File: src/rtl/alu_sequencer_if.sv
// Command, ALU, response and direct-load bundle for alu_sequencer.
// The slave modport is the sequencer side; the master modport is the environment side.
interface alu_sequencer_if;
    logic        cmd_valid;
    logic        cmd_ready;
    logic [2:0]  cmd_op;
    logic [2:0]  cmd_rd;
    logic [2:0]  cmd_rs1;
    logic [2:0]  cmd_rs2;

    logic [31:0] alu_a;
    logic [31:0] alu_b;
    logic [2:0]  alu_opcode;
    logic [31:0] alu_result;
    logic        alu_zero;
    logic        alu_neg;
    logic        alu_overflow;
    logic        alu_carry;

    logic        rsp_valid;
    logic        rsp_ready;
    logic [31:0] rsp_data;
    logic [3:0]  rsp_flags;
    logic        rsp_err;

    logic        ld_en;
    logic [2:0]  ld_addr;
    logic [31:0] ld_data;

    modport slave (
        input  cmd_valid, cmd_op, cmd_rd, cmd_rs1, cmd_rs2,
        output cmd_ready,
        output alu_a, alu_b, alu_opcode,
        input  alu_result, alu_zero, alu_neg, alu_overflow, alu_carry,
        output rsp_valid, rsp_data, rsp_flags, rsp_err,
        input  rsp_ready,
        input  ld_en, ld_addr, ld_data
    );

    modport master (
        output cmd_valid, cmd_op, cmd_rd, cmd_rs1, cmd_rs2,
        input  cmd_ready,
        input  alu_a, alu_b, alu_opcode,
        output alu_result, alu_zero, alu_neg, alu_overflow, alu_carry,
        input  rsp_valid, rsp_data, rsp_flags, rsp_err,
        output rsp_ready,
        output ld_en, ld_addr, ld_data
    );
endinterface

File: src/rtl/alu_sequencer.sv
// Single-command sequencer around an external combinational ALU with an 8x32 register file.
// Optional feature macro ALU_SEQ_STICKY_FLAGS_EN adds sticky_clr / sticky_flags accumulation.
module alu_sequencer (
    input  logic             clk,
    input  logic             rst_n,
`ifdef ALU_SEQ_STICKY_FLAGS_EN
    input  logic             sticky_clr,
    output logic [3:0]       sticky_flags,
`endif
    alu_sequencer_if.slave   bus
);
    typedef enum logic [1:0] {S_IDLE, S_EXEC, S_RESP} state_t;

    state_t           r_state;
    state_t           w_next;
    logic [7:0][31:0] r_rf;
    logic [2:0]       r_op;
    logic [2:0]       r_rd;
    logic [31:0]      r_a;
    logic [31:0]      r_b;
    logic [31:0]      r_rsp_data;
    logic [3:0]       r_rsp_flags;
    logic             r_rsp_err;

    logic             w_accept;
    logic             w_exec;
    logic             w_legal;
    logic [3:0]       w_flags;

    assign w_accept = bus.cmd_valid && (r_state == S_IDLE);
    assign w_exec   = (r_state == S_EXEC);
    assign w_legal  = (r_op <= 3'd4);
    assign w_flags  = {bus.alu_zero, bus.alu_neg, bus.alu_overflow, bus.alu_carry};

    assign bus.rsp_data  = r_rsp_data;
    assign bus.rsp_flags = r_rsp_flags;
    assign bus.rsp_err   = r_rsp_err;

    always_ff @(posedge clk or negedge rst_n) begin
        if (!rst_n) r_state <= S_IDLE;
        else        r_state <= w_next;
    end

    always_comb begin
        w_next         = r_state;
        bus.cmd_ready  = 1'b0;
        bus.rsp_valid  = 1'b0;
        bus.alu_a      = '0;
        bus.alu_b      = '0;
        bus.alu_opcode = '0;
        case (r_state)
            S_IDLE: begin
                bus.cmd_ready = 1'b1;
                if (bus.cmd_valid) w_next = S_EXEC;
            end
            S_EXEC: begin
                bus.alu_a      = r_a;
                bus.alu_b      = r_b;
                bus.alu_opcode = r_op;
                w_next         = S_RESP;
            end
            S_RESP: begin
                bus.rsp_valid = 1'b1;
                if (bus.rsp_ready) w_next = S_IDLE;
            end
            default: w_next = S_IDLE;
        endcase
    end

    // Operands are captured from the pre-edge register contents, so a same-cycle
    // load to rs1/rs2 is not seen by this command.
    always_ff @(posedge clk or negedge rst_n) begin
        if (!rst_n) begin
            r_op        <= '0;
            r_rd        <= '0;
            r_a         <= '0;
            r_b         <= '0;
            r_rsp_data  <= '0;
            r_rsp_flags <= '0;
            r_rsp_err   <= 1'b0;
        end else begin
            if (w_accept) begin
                r_op <= bus.cmd_op;
                r_rd <= bus.cmd_rd;
                r_a  <= r_rf[bus.cmd_rs1];
                r_b  <= r_rf[bus.cmd_rs2];
            end
            if (w_exec) begin
                r_rsp_data  <= w_legal ? bus.alu_result : 32'h0;
                r_rsp_flags <= w_legal ? w_flags : 4'h0;
                r_rsp_err   <= !w_legal;
            end
        end
    end

    // r0 is never written; writeback is applied after the load so it wins a collision.
    always_ff @(posedge clk or negedge rst_n) begin
        if (!rst_n) begin
            r_rf <= '0;
        end else begin
            if (bus.ld_en && (bus.ld_addr != 3'd0))
                r_rf[bus.ld_addr] <= bus.ld_data;
            if (w_exec && w_legal && (r_rd != 3'd0))
                r_rf[r_rd] <= bus.alu_result;
        end
    end

`ifdef ALU_SEQ_STICKY_FLAGS_EN
    logic [3:0] r_sticky;

    always_ff @(posedge clk or negedge rst_n) begin
        if (!rst_n)                r_sticky <= '0;
        else if (sticky_clr)       r_sticky <= '0;
        else if (w_exec && w_legal) r_sticky <= r_sticky | w_flags;
    end

    assign sticky_flags = r_sticky;
`endif
endmodule

File: src/flat_wrapper.sv
// flat-port wrapper written by rule: the top's interface ports become plain ports
module alu_sequencer_flat 
  (clk, rst_n, bus_cmd_valid, bus_cmd_op, bus_cmd_rd, bus_cmd_rs1, bus_cmd_rs2, bus_cmd_ready, bus_alu_a, bus_alu_b, bus_alu_opcode, bus_alu_result, bus_alu_zero, bus_alu_neg, bus_alu_overflow, bus_alu_carry, bus_rsp_valid, bus_rsp_data, bus_rsp_flags, bus_rsp_err, bus_rsp_ready, bus_ld_en, bus_ld_addr, bus_ld_data);
  alu_sequencer_if bus_i ();
  input  logic clk;
  input  logic rst_n;
  input wire logic [$bits(bus_i.cmd_valid)-1:0] bus_cmd_valid;
  input wire logic [$bits(bus_i.cmd_op)-1:0] bus_cmd_op;
  input wire logic [$bits(bus_i.cmd_rd)-1:0] bus_cmd_rd;
  input wire logic [$bits(bus_i.cmd_rs1)-1:0] bus_cmd_rs1;
  input wire logic [$bits(bus_i.cmd_rs2)-1:0] bus_cmd_rs2;
  output wire logic [$bits(bus_i.cmd_ready)-1:0] bus_cmd_ready;
  output wire logic [$bits(bus_i.alu_a)-1:0] bus_alu_a;
  output wire logic [$bits(bus_i.alu_b)-1:0] bus_alu_b;
  output wire logic [$bits(bus_i.alu_opcode)-1:0] bus_alu_opcode;
  input wire logic [$bits(bus_i.alu_result)-1:0] bus_alu_result;
  input wire logic [$bits(bus_i.alu_zero)-1:0] bus_alu_zero;
  input wire logic [$bits(bus_i.alu_neg)-1:0] bus_alu_neg;
  input wire logic [$bits(bus_i.alu_overflow)-1:0] bus_alu_overflow;
  input wire logic [$bits(bus_i.alu_carry)-1:0] bus_alu_carry;
  output wire logic [$bits(bus_i.rsp_valid)-1:0] bus_rsp_valid;
  output wire logic [$bits(bus_i.rsp_data)-1:0] bus_rsp_data;
  output wire logic [$bits(bus_i.rsp_flags)-1:0] bus_rsp_flags;
  output wire logic [$bits(bus_i.rsp_err)-1:0] bus_rsp_err;
  input wire logic [$bits(bus_i.rsp_ready)-1:0] bus_rsp_ready;
  input wire logic [$bits(bus_i.ld_en)-1:0] bus_ld_en;
  input wire logic [$bits(bus_i.ld_addr)-1:0] bus_ld_addr;
  input wire logic [$bits(bus_i.ld_data)-1:0] bus_ld_data;
  assign bus_i.cmd_valid = bus_cmd_valid;
  assign bus_i.cmd_op = bus_cmd_op;
  assign bus_i.cmd_rd = bus_cmd_rd;
  assign bus_i.cmd_rs1 = bus_cmd_rs1;
  assign bus_i.cmd_rs2 = bus_cmd_rs2;
  assign bus_cmd_ready = bus_i.cmd_ready;
  assign bus_alu_a = bus_i.alu_a;
  assign bus_alu_b = bus_i.alu_b;
  assign bus_alu_opcode = bus_i.alu_opcode;
  assign bus_i.alu_result = bus_alu_result;
  assign bus_i.alu_zero = bus_alu_zero;
  assign bus_i.alu_neg = bus_alu_neg;
  assign bus_i.alu_overflow = bus_alu_overflow;
  assign bus_i.alu_carry = bus_alu_carry;
  assign bus_rsp_valid = bus_i.rsp_valid;
  assign bus_rsp_data = bus_i.rsp_data;
  assign bus_rsp_flags = bus_i.rsp_flags;
  assign bus_rsp_err = bus_i.rsp_err;
  assign bus_i.rsp_ready = bus_rsp_ready;
  assign bus_i.ld_en = bus_ld_en;
  assign bus_i.ld_addr = bus_ld_addr;
  assign bus_i.ld_data = bus_ld_data;
  alu_sequencer u_core (.clk(clk), .rst_n(rst_n), .bus(bus_i));
endmodule
File: config.mk
export PLATFORM = sky130hd
export DESIGN_NAME = alu_sequencer_flat
export DESIGN_NICKNAME = d
export VERILOG_FILES = /design/src/rtl/alu_sequencer_if.sv /design/src/rtl/alu_sequencer.sv /design/src/flat_wrapper.sv
export SDC_FILE = /design/constraint.sdc
export NUM_CORES = 1
export LEC_CHECK = 0
export CORE_ASPECT_RATIO = 1.25
export CORE_MARGIN = 2
export CORE_UTILIZATION = 50
export CTS_CLUSTER_DIAMETER = 120
export DETAILED_ROUTE_END_ITERATION = 10
export PLACE_DENSITY_LB_ADDON = 0.15
export SLEW_MARGIN = 20
export SYNTH_ARGS = -nofsm -noshare
export SYNTH_HDL_FRONTEND = slang
export SYNTH_SLANG_ARGS = --single-unit
File: constraint.sdc
create_clock -name clk -period 4.5 [get_ports clk]
set_input_delay 0.9 -clock clk [delete_from_list [all_inputs] [get_ports clk]]
set_output_delay 0.9 -clock clk [all_outputs]
set_load 0.005 [all_outputs]
; ---- After elaboration in Yosys (flattened, before gate mapping)
; Cells that the tools add are included.
[word_totals]
register_bits = 365
output_inout_bits = 106
word_cells = 60
[classes]
muxes = 22
magnitude_cmp = 7
n_reduce_logical = 11
eq_ne = 4
[op_table]
columns = cell, n
row1 = $bwmux 256, 2
row2 = $mux 256, 2
row3 = $mux 32, 7
row4 = $bmux 32 s3, 2
row5 = $demux 32 s3, 2
row6 = $lt 3x4->1 const B, 4
row7 = $ge 3x1->1 const B, 2
row8 = $logic_and 1x1->1, 6
row9 = $pmux 2 s3, 1
row10 = $reduce_bool 3->1, 2
row11 = $mux 2, 2
row12 = $mux 4, 1
row13 = $ne 2x2->1 const B, 2
row14 = $le 3x3->1 const B, 1
row15 = $mux 3, 1
row16 = $eq 2x1->1 const B, 1
row17 = $eq 2x2->1 const B, 1
row18 = $logic_not 2->1, 1
row19 = $mux 1, 2
row20 = $reduce_and 2->1, 1
row21 = $logic_not 1->1, 1

; ---- Logic depth before layout (Yosys ltp)
[logic_depth]
ltp_word = 8
mapped_depth = 6

; ---- Least setup slack after synthesis
; OpenSTA, ideal clock, no wires.
[synth_path]
path_kind = input to register
startpoint = input bus_ld_en
endpoint = register u_core.r_rf[34] (netlist name)
t_arrival_ps = 2243
path_stages = 6
setup_time_ps = 125
n_path_buf = 3
path_slack_ps = 2132
path_cell_list = buf_2 -> nor4bb_1 -> clkbuf_2 -> buf_2 -> mux2_2 -> mux2_2
[synth_between]
elab_chain_len = 4
[synth_lines]
columns = element, line_no
row1 = "start, declared", flat_wrapper.sv:26  ; input wire logic [$bits(bus_i.ld_en)-1:0] bus_ld_en;
row2 = $logic_and 1x1->1 (*), alu_sequencer.sv:101  ; if (bus.ld_en && (bus.ld_addr != 3'd0))
row3 = $mux 256 (*), alu_sequencer.sv:101
row4 = $bwmux 256, alu_sequencer.sv:104  ; r_rf[r_rd] <= bus.alu_result;
row5 = $mux 256 (*), alu_sequencer.sv:103  ; if (w_exec && w_legal && (r_rd != 3'd0))
row6 = "end signal, assigned by index", alu_sequencer.sv:102  ; r_rf[bus.ld_addr] <= bus.ld_data;
row7 = "end signal, assigned by index", alu_sequencer.sv:104
row8 = "end, declared", alu_sequencer.sv:16  ; logic [7:0][31:0] r_rf;
; Every way passes the cells marked *; elsewhere a longest branch is shown, timed or not.
; A chain may end at the register's enable or synchronous reset.

; ---- Final worst setup path
[layout_path]
startpoint = register u_core.r_state[1]
endpoint = output bus_alu_a[26]
[layout_between]
elab_chain_len = 2
[layout_lines]
columns = element, line_no
row1 = "start, declared", alu_sequencer.sv:14  ; state_t r_state;
row2 = "start signal, assigned", alu_sequencer.sv:41  ; else r_state <= w_next;
row3 = $eq 2x1->1, alu_sequencer.sv:51  ; case (r_state)
row4 = $mux 32, alu_sequencer.sv:51
row5 = "end, declared", flat_wrapper.sv:13  ; output wire logic [$bits(bus_i.alu_a)-1:0] bus_alu_a;
; No other way between the ends.

==> results.sh <==
export IMPL_p_leak_nw=10.2
export IMPL_fmax_ghz=0.279
export IMPL_cts_root_buf="clkbuf_16"
export IMPL_synth_area_top_cells="dfrtp_1, mux2_2, mux2i_1"
export IMPL_cp_endpoint="bus_alu_a[26]"
export IMPL_setup_viol=0
export IMPL_start_util_pct=50.7
export IMPL_drtIter0Drc=759
export IMPL_gr_usage_met1_pct=35.2
export IMPL_dieArea_um2=42300
export IMPL_cp_max_fo=40
export IMPL_timing_final_ws_setup_ns=0.916
export IMPL_synth_top_area_cell="dfrtp_1"
export IMPL_vias=13920
export IMPL_max_cap_violations=0
export IMPL_synth_nets=1723
export IMPL_synth_avg_cell_area_um2=12.4
export IMPL_grt_use_total_pct=26.7
export IMPL_clk_path_buf_depth=3
export IMPL_grt_pass1_wl_mm=86.3
export IMPL_rrSetupSlack_ns=1.24
export IMPL_r2r_cells=4
export IMPL_status="finished clean"
export IMPL_clock_latency_ns=0.55
export IMPL_grt_pass1_vias=14517
export IMPL_synthCells=1635
export IMPL_chipHeight_um=230
export IMPL_dr_pass1_iters=5
export IMPL_hold_ws_ns=0.402
export IMPL_cts_buffers_inserted=39
export IMPL_slew_headroom_pct=20.2
export IMPL_io_buffers=193
export IMPL_hold_violations=0
export IMPL_core_area_um2=40100
export IMPL_placed_cells=2247
export IMPL_clock_sinks=365
export IMPL_r2r_start="u_core.r_state[1]$_DFFE_PN0P_"
export IMPL_drt_vias_per_instance=6.01
export IMPL_grt_ovfl_total=0
export IMPL_skew_ns=0.0238
export IMPL_grt_use_met3_pct=3.53
export IMPL_synthToLayoutAreaGrowth_pct=18.2
export IMPL_synth_top_area_share_pct=44.9
export IMPL_dpl_worst_slack_ns=1.23
export IMPL_fp_dieW_um=184
export IMPL_fin_crit_ns=3.58
export IMPL_power_per_cell_area_nw_per_um2=604
export IMPL_worstSetupPathType="flop to output pin"
export IMPL_synth_seq_cells=365
export IMPL_drc=0
export IMPL_fin_nets=1831
export IMPL_cts_tree="yes"
export IMPL_grt_max_degree=105
export IMPL_cts_setup_buffers=0
export IMPL_ant_nets=0
export IMPL_yosys_warnings=0
export IMPL_ys_types=26
export IMPL_rows=82
export IMPL_antenna_found_initial=2
export IMPL_tightestPinTransition_ns=1.19
export IMPL_fin_setup_tns_ns=0
export IMPL_clk_pin_slew_worst_paths_ns=0.06
export IMPL_grt_setup_unrepaired="no"
export IMPL_fin_cells=2318
export IMPL_h_tree_depth=2
export IMPL_syn_cell_area_um2=20300
export IMPL_hpwl_mm=32.6
export IMPL_required_ns=3.60
export IMPL_drive_above_1_share_pct=38.0
export IMPL_final_util_pct=59.9
export IMPL_place_gp_congestion=0.767
export IMPL_postCtsHoldBufs=0
export IMPL_min_path_type="flop to flop"
export IMPL_wirelength_mm=56.5
export IMPL_final_max_slew_viol_count=0
export IMPL_fillers=3241
export IMPL_post_cts_resized=0
export IMPL_wl_per_cell_um=24.4
export IMPL_ios=194
export IMPL_peakVddDrop_mv=0.315
export IMPL_cp_arrival_ns=2.68
export IMPL_ys_seq_area_share_pct=44.9
export IMPL_startpoint="u_core.r_state[1]$_DFFE_PN0P_"
export IMPL_use_met2_pct=45.2
export IMPL_finalCritPeriodShare_pct=79.6
export IMPL_crit_path_end_kind="output pin"
export IMPL_busiest_layer="met2"
export IMPL_start_kind="flop"
export IMPL_reg2reg_to="u_core.r_rf[83]$_DFF_PN0_"
==> state kept, by name, indices dropped and copies added, names as in the netlist <==
| signal | flops |
|---|---|
| u_core.r_rd | 3 |
| u_core.r_state | 2 |
| u_core.bus.rsp_err | 1 |
| u_core.r_b | 32 |
| u_core.r_rf | 256 |
| u_core.bus.rsp_flags | 4 |
| u_core.bus.rsp_data | 32 |
| u_core.r_op | 3 |
| u_core.r_a | 32 |
==> worst min path at each step <==
stage / endpoint / depth (start not counted) / startpoint
5_1_grt: u_core.r_rf[21]$_DFF_PN0_ / 0 / u_core.r_rf[21]$_DFF_PN0_
6_report: u_core.r_rf[7]$_DFF_PN0_ / 0 / u_core.r_rf[7]$_DFF_PN0_
3_3_place_gp: u_core.r_rf[5]$_DFF_PN0_ / 0 / u_core.r_rf[5]$_DFF_PN0_
3_5_place_dp: u_core.r_rf[0]$_DFF_PN0_ / 0 / u_core.r_rf[0]$_DFF_PN0_
4_1_cts: u_core.r_rf[0]$_DFF_PN0_ / 0 / u_core.r_rf[0]$_DFF_PN0_
2_1_floorplan: u_core.r_a[0]$_DFFE_PN0P_ / 2 / u_core.r_a[0]$_DFFE_PN0P_
==> synth_stat cells, drive strengths merged <==
library cell and instances:
nor2 6, and4bb 1, mux2i 128, inv 2, and2b 1, mux2 582
o31ai 64, buf 81, nand2b 4, o21ai 2, and2 69, a22o 100
nor4bb 2, nor2b 4, or3b 1, o22ai 64, nand4b 6, clkbuf 82
nand2 66, dfrtp 365, nand4 5
==> where the power goes <==
group / total, mW / internal [mW] / switching [mW] / leakage [nW]
logic: 5.37 / 3.35 / 2.01 / 5.13
registers: 5.81 / 4.78 / 1.03 / 4.41
clock network: 3.35 / 2.01 / 1.34 / 0.656
==> cells by family (layout without fill, tap and decap cells) <==
group	Yosys count	after routing	share of synthesized area (%)
mux	710	710	38.5
buf+inv	165	301	3.55
flops	365	365	44.9
simple gates	165	165	4.35
other cells	0	1	0
compound gates	230	230	8.70
==> placed cells by master (no fill, tap or decap), types with 2 or more instances in the layout <==
| cell type | synthesis | layout |
|---|---|---|
| nand2b_2 | 0 | 2 |
| buf_12 | 0 | 7 |
| inv_1 | 2 | 2 |
| and2_1 | 69 | 68 |
| o31ai_1 | 64 | 64 |
| nor2b_1 | 4 | 2 |
| clkbuf_8 | 0 | 7 |
| mux2i_1 | 128 | 128 |
| clkbuf_1 | 81 | 7 |
| nor2b_4 | 0 | 2 |
| nor2_4 | 0 | 2 |
| dfrtp_1 | 365 | 365 |
| buf_4 | 3 | 29 |
| nor4bb_4 | 0 | 2 |
| bufinv_16 | 0 | 4 |
| clkdlybuf4s50_1 | 0 | 190 |
| clkbuf_16 | 0 | 41 |
| nand4b_1 | 6 | 6 |
| mux2_2 | 555 | 555 |
| a22o_1 | 100 | 100 |
| clkinv_2 | 0 | 9 |
| nand4_1 | 5 | 5 |
| buf_6 | 0 | 2 |
| o22ai_1 | 64 | 64 |
| nor2_1 | 6 | 4 |
| nand2_2 | 0 | 2 |
| nand2_1 | 66 | 64 |
| mux2_1 | 27 | 27 |
==> layout make-up <==
cell class / instances / area (um2) / share of cell area (%)
timing repair buffer: 230 / 2320 / 9.67
clock inverter: 14 / 173 / 0.718
tap: 546 / 683 / 2.84
sequential: 365 / 9130 / 38.0
multi-input combinational: 1105 / 10600 / 44.0
clock buffer: 55 / 1150 / 4.78
antenna: 1 / 2.50 / 0.0104
inverter: 2 / 7.51 / 0.0312
==> worst max-delay path, cell delays in order (launching register included) <==
cell and delay (ns):
dfrtp_1 0.41, and2b_2 0.76, buf_12 0.26, and2_1 0.18
clkdlybuf4s50_1 0.51
==> metal layers <==
layer,vias to the layer above,share of wire [%]
met2,325,49
met4,2,3.1
li1,6280,-
met5,-,0.028
met3,106,3.8
met1,7207,44
==> metrics by stage <==
step / area [um2] / total power, mW
floorplan: 20300 / 9.40
global placement: 22700 / 10.9
detailed placement: 22700 / 11.2
CTS: 24000 / 14.6
global route: 24000 / 15.4
finish: 24000 / 14.5
Note: power is estimated with default switching activity, not from simulation.
